===== config.mk =====
export PLATFORM = sky130hd
export DESIGN_NAME = reg_file_pipe_flat
export DESIGN_NICKNAME = d
export VERILOG_FILES = /design/src/rtl/reg_file_pipe_if.sv /design/src/rtl/reg_file_pipe.sv /design/src/flat_wrapper.sv
export SDC_FILE = /design/constraint.sdc
export NUM_CORES = 1
export LEC_CHECK = 0
export CAP_MARGIN = 20
export CORE_ASPECT_RATIO = 2
export CORE_MARGIN = 2
export CORE_UTILIZATION = 30
export CTS_CLUSTER_SIZE = 8
export DETAILED_ROUTE_END_ITERATION = 6
export HOLD_SLACK_MARGIN = 0.12
export PLACE_DENSITY = 0.55
export SYNTH_ARGS = -nofsm -noshare
export SYNTH_HDL_FRONTEND = slang
export SYNTH_SLANG_ARGS = --single-unit

===== constraint.sdc =====
create_clock -name clk -period 18 [get_ports clk]
set_clock_uncertainty 0.05 [all_clocks]
set_input_delay 3.6 -clock clk [delete_from_list [all_inputs] [get_ports clk]]
set_output_delay 3.6 -clock clk [all_outputs]
set_load 0.02 [all_outputs]

===== src/rtl/reg_file_pipe_if.sv =====
// Decode-stage register file bus: write-back port, packed read ports,
// scoreboard reservation, clear control and status.
interface reg_file_pipe_if #(
  parameter int DATA_W = 32,
  parameter int ADDR_W = 4,
  parameter int NUM_RD = 2
);
  logic                       wr_en;
  logic [ADDR_W-1:0]          write_addr;
  logic [DATA_W-1:0]          write_data;
  logic [NUM_RD*ADDR_W-1:0]   read_addr;
  logic [NUM_RD*DATA_W-1:0]   read_data;
  logic [NUM_RD-1:0]          read_pending;
  logic                       reserve_en;
  logic [ADDR_W-1:0]          reserve_addr;
  logic                       clear_req;
  logic                       ready;
  logic                       clear_done;
  logic                       wr_drop;
  logic [DATA_W-1:0]          pc_in;

  modport master (
    output wr_en, write_addr, write_data, read_addr, reserve_en, reserve_addr,
           clear_req, pc_in,
    input  read_data, read_pending, ready, clear_done, wr_drop
  );

  modport slave (
    input  wr_en, write_addr, write_data, read_addr, reserve_en, reserve_addr,
           clear_req, pc_in,
    output read_data, read_pending, ready, clear_done, wr_drop
  );
endinterface


===== src/rtl/reg_file_pipe.sv =====
// Register file with write-to-read bypass, pending scoreboard and sequential clear sweep.
// Optional macro REG_FILE_PC_READ_EN: address NREG-1 reads as pc_in + 8.
module reg_file_pipe #(
  parameter int DATA_W = 32,
  parameter int ADDR_W = 4,
  parameter int NUM_RD = 2
) (
  input  logic           clk,
  input  logic           reset,
  reg_file_pipe_if.slave bus
);
  localparam int NREG = 1 << ADDR_W;
  localparam logic [0:0] ST_IDLE  = 1'b0;
  localparam logic [0:0] ST_CLEAR = 1'b1;
  localparam logic [ADDR_W-1:0] LAST_IDX = ADDR_W'(NREG - 1);

  logic [0:0]        state_q, state_d;
  logic [ADDR_W-1:0] idx_q, idx_d;
  logic [DATA_W-1:0] regs_q [NREG];
  logic [DATA_W-1:0] regs_d [NREG];
  logic [NREG-1:0]   pend_q, pend_d;
  logic              clear_done_q, clear_done_d;
  logic              wr_drop_q, wr_drop_d;

  logic idle;
  logic accept;
  logic wr_accept;
  logic res_accept;

  // The clear_req edge already belongs to the sweep, so traffic on it is dropped.
  assign idle       = (state_q == ST_IDLE);
  assign accept     = idle && !bus.clear_req;
  assign wr_accept  = accept && bus.wr_en;
  assign res_accept = accept && bus.reserve_en;

  always_comb begin
    state_d      = state_q;
    idx_d        = idx_q;
    regs_d       = regs_q;
    pend_d       = pend_q;
    clear_done_d = 1'b0;
    wr_drop_d    = (bus.wr_en || bus.reserve_en) && !accept;

    if (idle) begin
      if (bus.clear_req) begin
        state_d = ST_CLEAR;
      end
      if (wr_accept) begin
        regs_d[bus.write_addr] = bus.write_data;
        pend_d[bus.write_addr] = 1'b0;
      end
      // Reserve is applied last so it wins over a same-address write.
      if (res_accept) begin
        pend_d[bus.reserve_addr] = 1'b1;
      end
    end else begin
      regs_d[idx_q] = '0;
      pend_d[idx_q] = 1'b0;
      idx_d         = idx_q + 1'b1;
      if (idx_q == LAST_IDX) begin
        state_d      = ST_IDLE;
        idx_d        = '0;
        clear_done_d = 1'b1;
      end
    end
  end

  always_ff @(posedge clk or posedge reset) begin
    if (reset) begin
      state_q      <= ST_IDLE;
      idx_q        <= '0;
      pend_q       <= '0;
      clear_done_q <= 1'b0;
      wr_drop_q    <= 1'b0;
      for (int i = 0; i < NREG; i++) begin
        regs_q[i] <= '0;
      end
    end else begin
      state_q      <= state_d;
      idx_q        <= idx_d;
      pend_q       <= pend_d;
      clear_done_q <= clear_done_d;
      wr_drop_q    <= wr_drop_d;
      regs_q       <= regs_d;
    end
  end

  assign bus.ready      = idle;
  assign bus.clear_done = clear_done_q;
  assign bus.wr_drop    = wr_drop_q;

  for (genvar k = 0; k < NUM_RD; k++) begin : g_rd
    logic [ADDR_W-1:0] ra;
    logic              bypass;
    logic [DATA_W-1:0] stored;

    assign ra     = bus.read_addr[k*ADDR_W +: ADDR_W];
    assign bypass = wr_accept && (bus.write_addr == ra);
    assign stored = bypass ? bus.write_data : regs_q[ra];

`ifdef REG_FILE_PC_READ_EN
    assign bus.read_data[k*DATA_W +: DATA_W] = (ra == LAST_IDX) ? bus.pc_in + DATA_W'(8) : stored;
    assign bus.read_pending[k]               = (ra != LAST_IDX) && pend_q[ra];
`else
    assign bus.read_data[k*DATA_W +: DATA_W] = stored;
    assign bus.read_pending[k]               = pend_q[ra];
`endif
  end

`ifndef REG_FILE_PC_READ_EN
  logic unused_pc;
  assign unused_pc = ^bus.pc_in;
`endif

endmodule


===== src/flat_wrapper.sv =====
// flat-port wrapper written by rule: the top's interface ports become plain ports
module reg_file_pipe_flat 
#(
  parameter int DATA_W = 32,
  parameter int ADDR_W = 4,
  parameter int NUM_RD = 2
)
  (clk, reset, bus_wr_en, bus_write_addr, bus_write_data, bus_read_addr, bus_reserve_en, bus_reserve_addr, bus_clear_req, bus_pc_in, bus_read_data, bus_read_pending, bus_ready, bus_clear_done, bus_wr_drop);
  reg_file_pipe_if #(.DATA_W(DATA_W), .ADDR_W(ADDR_W), .NUM_RD(NUM_RD)) bus_i ();
  input  logic clk;
  input  logic reset;
  input wire logic [$bits(bus_i.wr_en)-1:0] bus_wr_en;
  input wire logic [$bits(bus_i.write_addr)-1:0] bus_write_addr;
  input wire logic [$bits(bus_i.write_data)-1:0] bus_write_data;
  input wire logic [$bits(bus_i.read_addr)-1:0] bus_read_addr;
  input wire logic [$bits(bus_i.reserve_en)-1:0] bus_reserve_en;
  input wire logic [$bits(bus_i.reserve_addr)-1:0] bus_reserve_addr;
  input wire logic [$bits(bus_i.clear_req)-1:0] bus_clear_req;
  input wire logic [$bits(bus_i.pc_in)-1:0] bus_pc_in;
  output wire logic [$bits(bus_i.read_data)-1:0] bus_read_data;
  output wire logic [$bits(bus_i.read_pending)-1:0] bus_read_pending;
  output wire logic [$bits(bus_i.ready)-1:0] bus_ready;
  output wire logic [$bits(bus_i.clear_done)-1:0] bus_clear_done;
  output wire logic [$bits(bus_i.wr_drop)-1:0] bus_wr_drop;
  assign bus_i.wr_en = bus_wr_en;
  assign bus_i.write_addr = bus_write_addr;
  assign bus_i.write_data = bus_write_data;
  assign bus_i.read_addr = bus_read_addr;
  assign bus_i.reserve_en = bus_reserve_en;
  assign bus_i.reserve_addr = bus_reserve_addr;
  assign bus_i.clear_req = bus_clear_req;
  assign bus_i.pc_in = bus_pc_in;
  assign bus_read_data = bus_i.read_data;
  assign bus_read_pending = bus_i.read_pending;
  assign bus_ready = bus_i.ready;
  assign bus_clear_done = bus_i.clear_done;
  assign bus_wr_drop = bus_i.wr_drop;
  reg_file_pipe #(.DATA_W(DATA_W), .ADDR_W(ADDR_W), .NUM_RD(NUM_RD)) u_core (.clk(clk), .reset(reset), .bus(bus_i));
endmodule

Word level (Yosys, flattened, before mapping)

Cells that the tools add are included.

Bits in registers: 535
Input bits: 85
Output and inout port bits: 69
Word-level logic and storage cells: 101

Add/subtract/negate cells: 1
Order comparisons: 14
Eq/ne operators: 3
Muxes and demuxes: 35
Bitwise logic cells: 12
Reductions and logical operators: 15

Operators with widths:

| cell                                                                                 | number |
|---|---|
| 512-bit two-way mux                                                                  | 2 |
| 512-bit AND                                                                          | 1 |
| 512-bit bitwise mux                                                                  | 1 |
| 512-bit NOT                                                                          | 1 |
| 32-bit binary-select mux with 4-bit select                                           | 2 |
| 32-bit demux with 4-bit select                                                       | 2 |
| 32-bit two-way mux                                                                   | 8 |
| 16-bit two-way mux                                                                   | 4 |
| 16-bit AND                                                                           | 2 |
| 16-bit NOT                                                                           | 2 |
| 4-bit by 5-bit less-than comparator with 1-bit output (second input constant)        | 5 |
| 5-bit greater-or-equal comparator (second input constant)                            | 4 |
| 4-bit NOT with 5-bit output                                                          | 4 |
| 16-bit OR                                                                            | 1 |
| 1-bit demux with 4-bit select                                                        | 3 |
| 4-bit by 1-bit greater-or-equal comparator with 1-bit output (second input constant) | 3 |
| 1-bit logical AND                                                                    | 11 |
| 5-bit by 1-bit less-than comparator with 1-bit output (second input constant)        | 2 |
| 1-bit two-way mux                                                                    | 10 |
| 1-bit binary-select mux with 4-bit select                                            | 2 |
| 4-bit == test                                                                        | 2 |
| 4-bit by 1-bit adder with 4-bit output (second input constant)                       | 1 |
| 4-bit == test (second input constant)                                                | 1 |
| 4-bit two-way mux                                                                    | 1 |
| other kinds (4)                                                                      | 5 |

Logic depth before layout (Yosys ltp)

Depth after elaboration: 11
Mapped depth: 8
Gate-level depth less buffers: 5

Worst setup path after synthesis

Ideal clock, no wire load.

Kind: input -> output
Start: in bus_read_addr[1]
End: out bus_read_pending[0]
Arrival time: 5.348 ns
Required time: 14.350 ns
Path slack: 9.002 ns
Cell stages on the path: 6
Cell sequence: clkbuf_1 -> buf_2 -> buf_2 -> buf_2 -> mux4_2 -> mux4_2

Cells in the longest elaborated chain, start to end: 2

Ends and longest elaborated chain:

| what                                      | line                 | RTL |
|---|---|---|
| start, declared                           | flat_wrapper.sv:15   | `input wire logic [$bits(bus_i.read_addr)-1:0] bus_read_addr;` |
| 1-bit binary-select mux with 4-bit select | reg_file_pipe.sv:106 | `assign bus.read_pending[k] = pend_q[ra];` |
| 1-bit two-way mux (not written as such)   | reg_file_pipe.sv:106 |  |
| end, declared                             | flat_wrapper.sv:21   | `output wire logic [$bits(bus_i.read_pending)-1:0] bus_read_pending;` |

No other way between the ends. The select of a mux whose other input is x is not followed.

Final worst setup path

Start: in bus_read_addr[0]
End: out bus_read_data[30]

Cells in the longest elaborated chain, start to end: 5
Elaborated cells on any way between the ends: 7

Ends and longest elaborated chain:

| what                                                  | line                | RTL |
|---|---|---|
| 4-bit NOT with 5-bit output (not written as such)     | reg_file_pipe.sv:99 | `assign stored = bypass ? bus.write_data : regs_q[ra];` |
| 32-bit binary-select mux with 4-bit select            | reg_file_pipe.sv:99 |  |
| 32-bit two-way mux (not written as such) (2 in a row) | reg_file_pipe.sv:99 |  |
| 32-bit two-way mux *                                  | reg_file_pipe.sv:99 |  |
| end, declared                                         | flat_wrapper.sv:20  | `output wire logic [$bits(bus_i.read_data)-1:0] bus_read_data;` |

Every way passes the cells marked *; elsewhere a longest branch is shown, timed or not. The select of a mux whose other input is x is not followed.

==> impl_metrics.py <==
metrics = {
    "synth": {
        "synth-main-ff-cell": "dfrtp_1",
        "synth_compound_area_share_pct": 20.4,
        "ys_ff_latch": 535,
        "synth.distinct_cells": 42,
        "synth_nets": 2040,
        "synth_top_family_by_area": "multiplexers",
        "syn_area_um2": 27800,
        "synth_xor_area_share_pct": 0.315,
        "yosys.area_share.simple_pct": 2.58,
        "ys_seq_area_share_pct": 48.1,
        "synth-adder-area-share_pct": 0.180,
        "ys_async_sr_fraction_pct": 100,
        "synth.area.mux_share_pct": 24.3,
        "syn_area_per_cell_um2": 14.3,
        "yosys_warnings": 0,
        "syn_inst": 1951,
        "synth_edf_count": 0,
    },
    "placement": {
        "place.gp.congestion": 0.764,
        "port_buffers": 121,
        "place_ws_ps": 6570,
        "dp_hpwl_um": 51900,
    },
    "setup_path": {
        "reg2reg_from": "u_core.state_q",
        "r2r_setup_slack_ps": 14430,
        "worst_setup_path_start_kind": "input pin",
        "path_class": "in -> out",
        "cp-end-kind": "primary output",
        "crit_required_ps": 14350,
        "crit_start": "bus_read_addr[0]",
        "worstPathMaxFanout": 59,
        "worstPathArrival_ps": 7660,
    },
    "global_route": {
        "grt_pass1_wl_um": 146000,
        "first_global_vias": 20800,
        "grt.overflow.total": 0,
        "grt_use_total_pct": 20.9,
        "grt_start_max_net_pins": 172,
        "antenna_found_initial": 2,
    },
    "sta": {
        "worst_pin_slew_ps": 1020,
        "hold_ws_ps": 455,
        "report.final.slew_viol_count": 0,
        "fmax_mhz": 88.4,
        "period_share_pct": 62.8,
        "finalSetupViolations": 0,
        "hold_violations": 0,
        "finalCriticalPeriod_ps": 11310,
        "rsz0062_at_grt": "false",
        "slew-limit-headroom_pct": 32.0,
        "tns_ps": 0,
        "setup_ws_ps": 6690,
    },
    "final_layout": {
        "final-seq-area_um2": 13400,
        "final_cell_mix": "dfrtp_1, a22o_1, mux4_2",
        "area_growth_pct": 15.5,
        "nNetsFinal": 2033,
        "final_common_cell": "dfrtp_1",
        "drive_gt1_share_pct": 26.7,
        "multi_input_area_um2": 13500,
        "num-fill-cells": 8792,
    },
    "drt": {
        "drtIter0Drc": 2297,
        "postRouteAntennaNets": 0,
        "routed_via_density": 6.40,
        "wl_um": 98800,
        "vias": 20100,
        "drc": 0,
        "wl_per_cell_um": 31.4,
        "firstDrtPassIters": 7,
    },
    "clock_tree": {
        "cts_buffer_depth": 3,
        "clock_latency_ps": 610,
        "post_cts_resized": 0,
        "path_clk_slew_ps": 50,
        "cts_buffers": 76,
        "ctsHoldBuffers": 0,
        "cts_setup_buffers": 0,
        "clkSinkCount": 535,
        "cts_max_level": 3,
        "cts_tree": "done",
        "clockRootBuffer": "clkbuf_16",
    },
    "die": {
        "fp-row-count": 158,
        "core_um2": 92300,
        "die_w_um": 219,
        "die_y_um": 435,
        "ios": 154,
        "start_util_pct": 30.1,
        "die_area_um2": 95300,
    },
    "run": {
        "max_cap_viol_count": 0,
    },
    "power_and_ir_drop": {
        "p_leak_nw": 13.9,
        "p_total_mw": 3.37,
        "power.density_nw_per_um2": 105,
        "peakVddDrop_mv": 0.0742,
    },
    "hold_path": {
        "min_from": "u_core.pend_q[3]",
        "holdCritPathClass": "reg -> reg",
    },
    "run_status": {
        "outcome": "finished, final reports clean",
    },
}
[final timing paths]
check,to,cells after the start
max in group asynchronous,u_core.regs_q[109],5
min,u_core.pend_q[3],2
min reg2reg,u_core.pend_q[3],2
max reg2reg,u_core.pend_q[6],6
min in group asynchronous,u_core.bus.clear_done,2
max,bus_read_data[30],7
[logic make-up after synthesis]
logic type / count (synthesis)
and+or+nand+nor: 130
AOI/OAI and AO/OA: 670
DFF: 535
muxes: 332
adders and majority gates: 4
buffers and inverters: 270
xor gates and xnor gates: 10
[sequential cells by signal, summed over array words and instances (netlist names)]
register	flops
u_core.regs_q	512
u_core.pend_q	16
u_core.idx_q	4
u_core.bus.clear_done	1
u_core.bus.wr_drop	1
u_core.state_q	1
[metal layers]
| metal | global-route usage (%) | wire, um | vias up |
|---|---|---|---|
| met2 | 32.5 | 46100 | 1286 |
| met3 | 5.01 | 9320 | 220 |
| met1 | 28.2 | 39900 | 10700 |
| met4 | 8.01 | 3490 | 2 |
| li1 | - | - | 7896 |
| met5 | 0 | 13 | - |
[final cells by class]
type | instances | area share, %
sequential | 535 | 41.7
multi-input combinational | 1146 | 42.1
antenna | 1 | 0.00779
timing repair buffer | 178 | 5.18
clock buffer | 79 | 6.09
tap | 1200 | 4.67
clock inverter | 4 | 0.167
inverter | 7 | 0.0935
[cells in the mapped netlist, types with 5 or more instances]
master,count,area share [%]
buf_1,38,0.51
mux2_2,64,2.6
clkbuf_1,119,1.6
nor3_1,6,0.11
inv_1,6,0.081
a22o_1,524,17
nor3_2,5,0.18
xor2_1,8,0.25
nand2_1,71,0.96
nor3_4,5,0.29
a22oi_1,124,3.3
mux4_2,268,22
a21oi_1,12,0.22
nand3_1,5,0.090
dfrtp_1,535,48
nor2_1,14,0.19
buf_2,104,1.9
[report_power, final]
| part | leakage, nW | total [mW] | switching, mW | internal (mW) |
|---|---|---|---|---|
| Combinational | 5.46 | 0.676 | 0.423 | 0.253 |
| Clock | 0.988 | 1.30 | 0.539 | 0.762 |
| Sequential | 7.44 | 1.39 | 0.0851 | 1.30 |
[worst max-delay path, stage by stage]
cell and delay, ps:
buf_8 480, buf_4 870, buf_4 720, mux4_2 580, mux4_2 460, mux2_2 340
clkdlybuf4s50_1 560
[metrics by stage]
| step | cell area (um2) | util [%] | cells |
|---|---|---|---|
| detailed placement | 30100 | 32.6 | 3066 |
| CTS | 32100 | 34.8 | 3149 |
| global route | 32100 | 34.8 | 3149 |
| floorplan | 27800 | - | 1951 |
| finish | 32100 | 34.8 | 3150 |
| global placement | 30100 | 32.6 | 3066 |
Power figures use the tool's default switching activity.
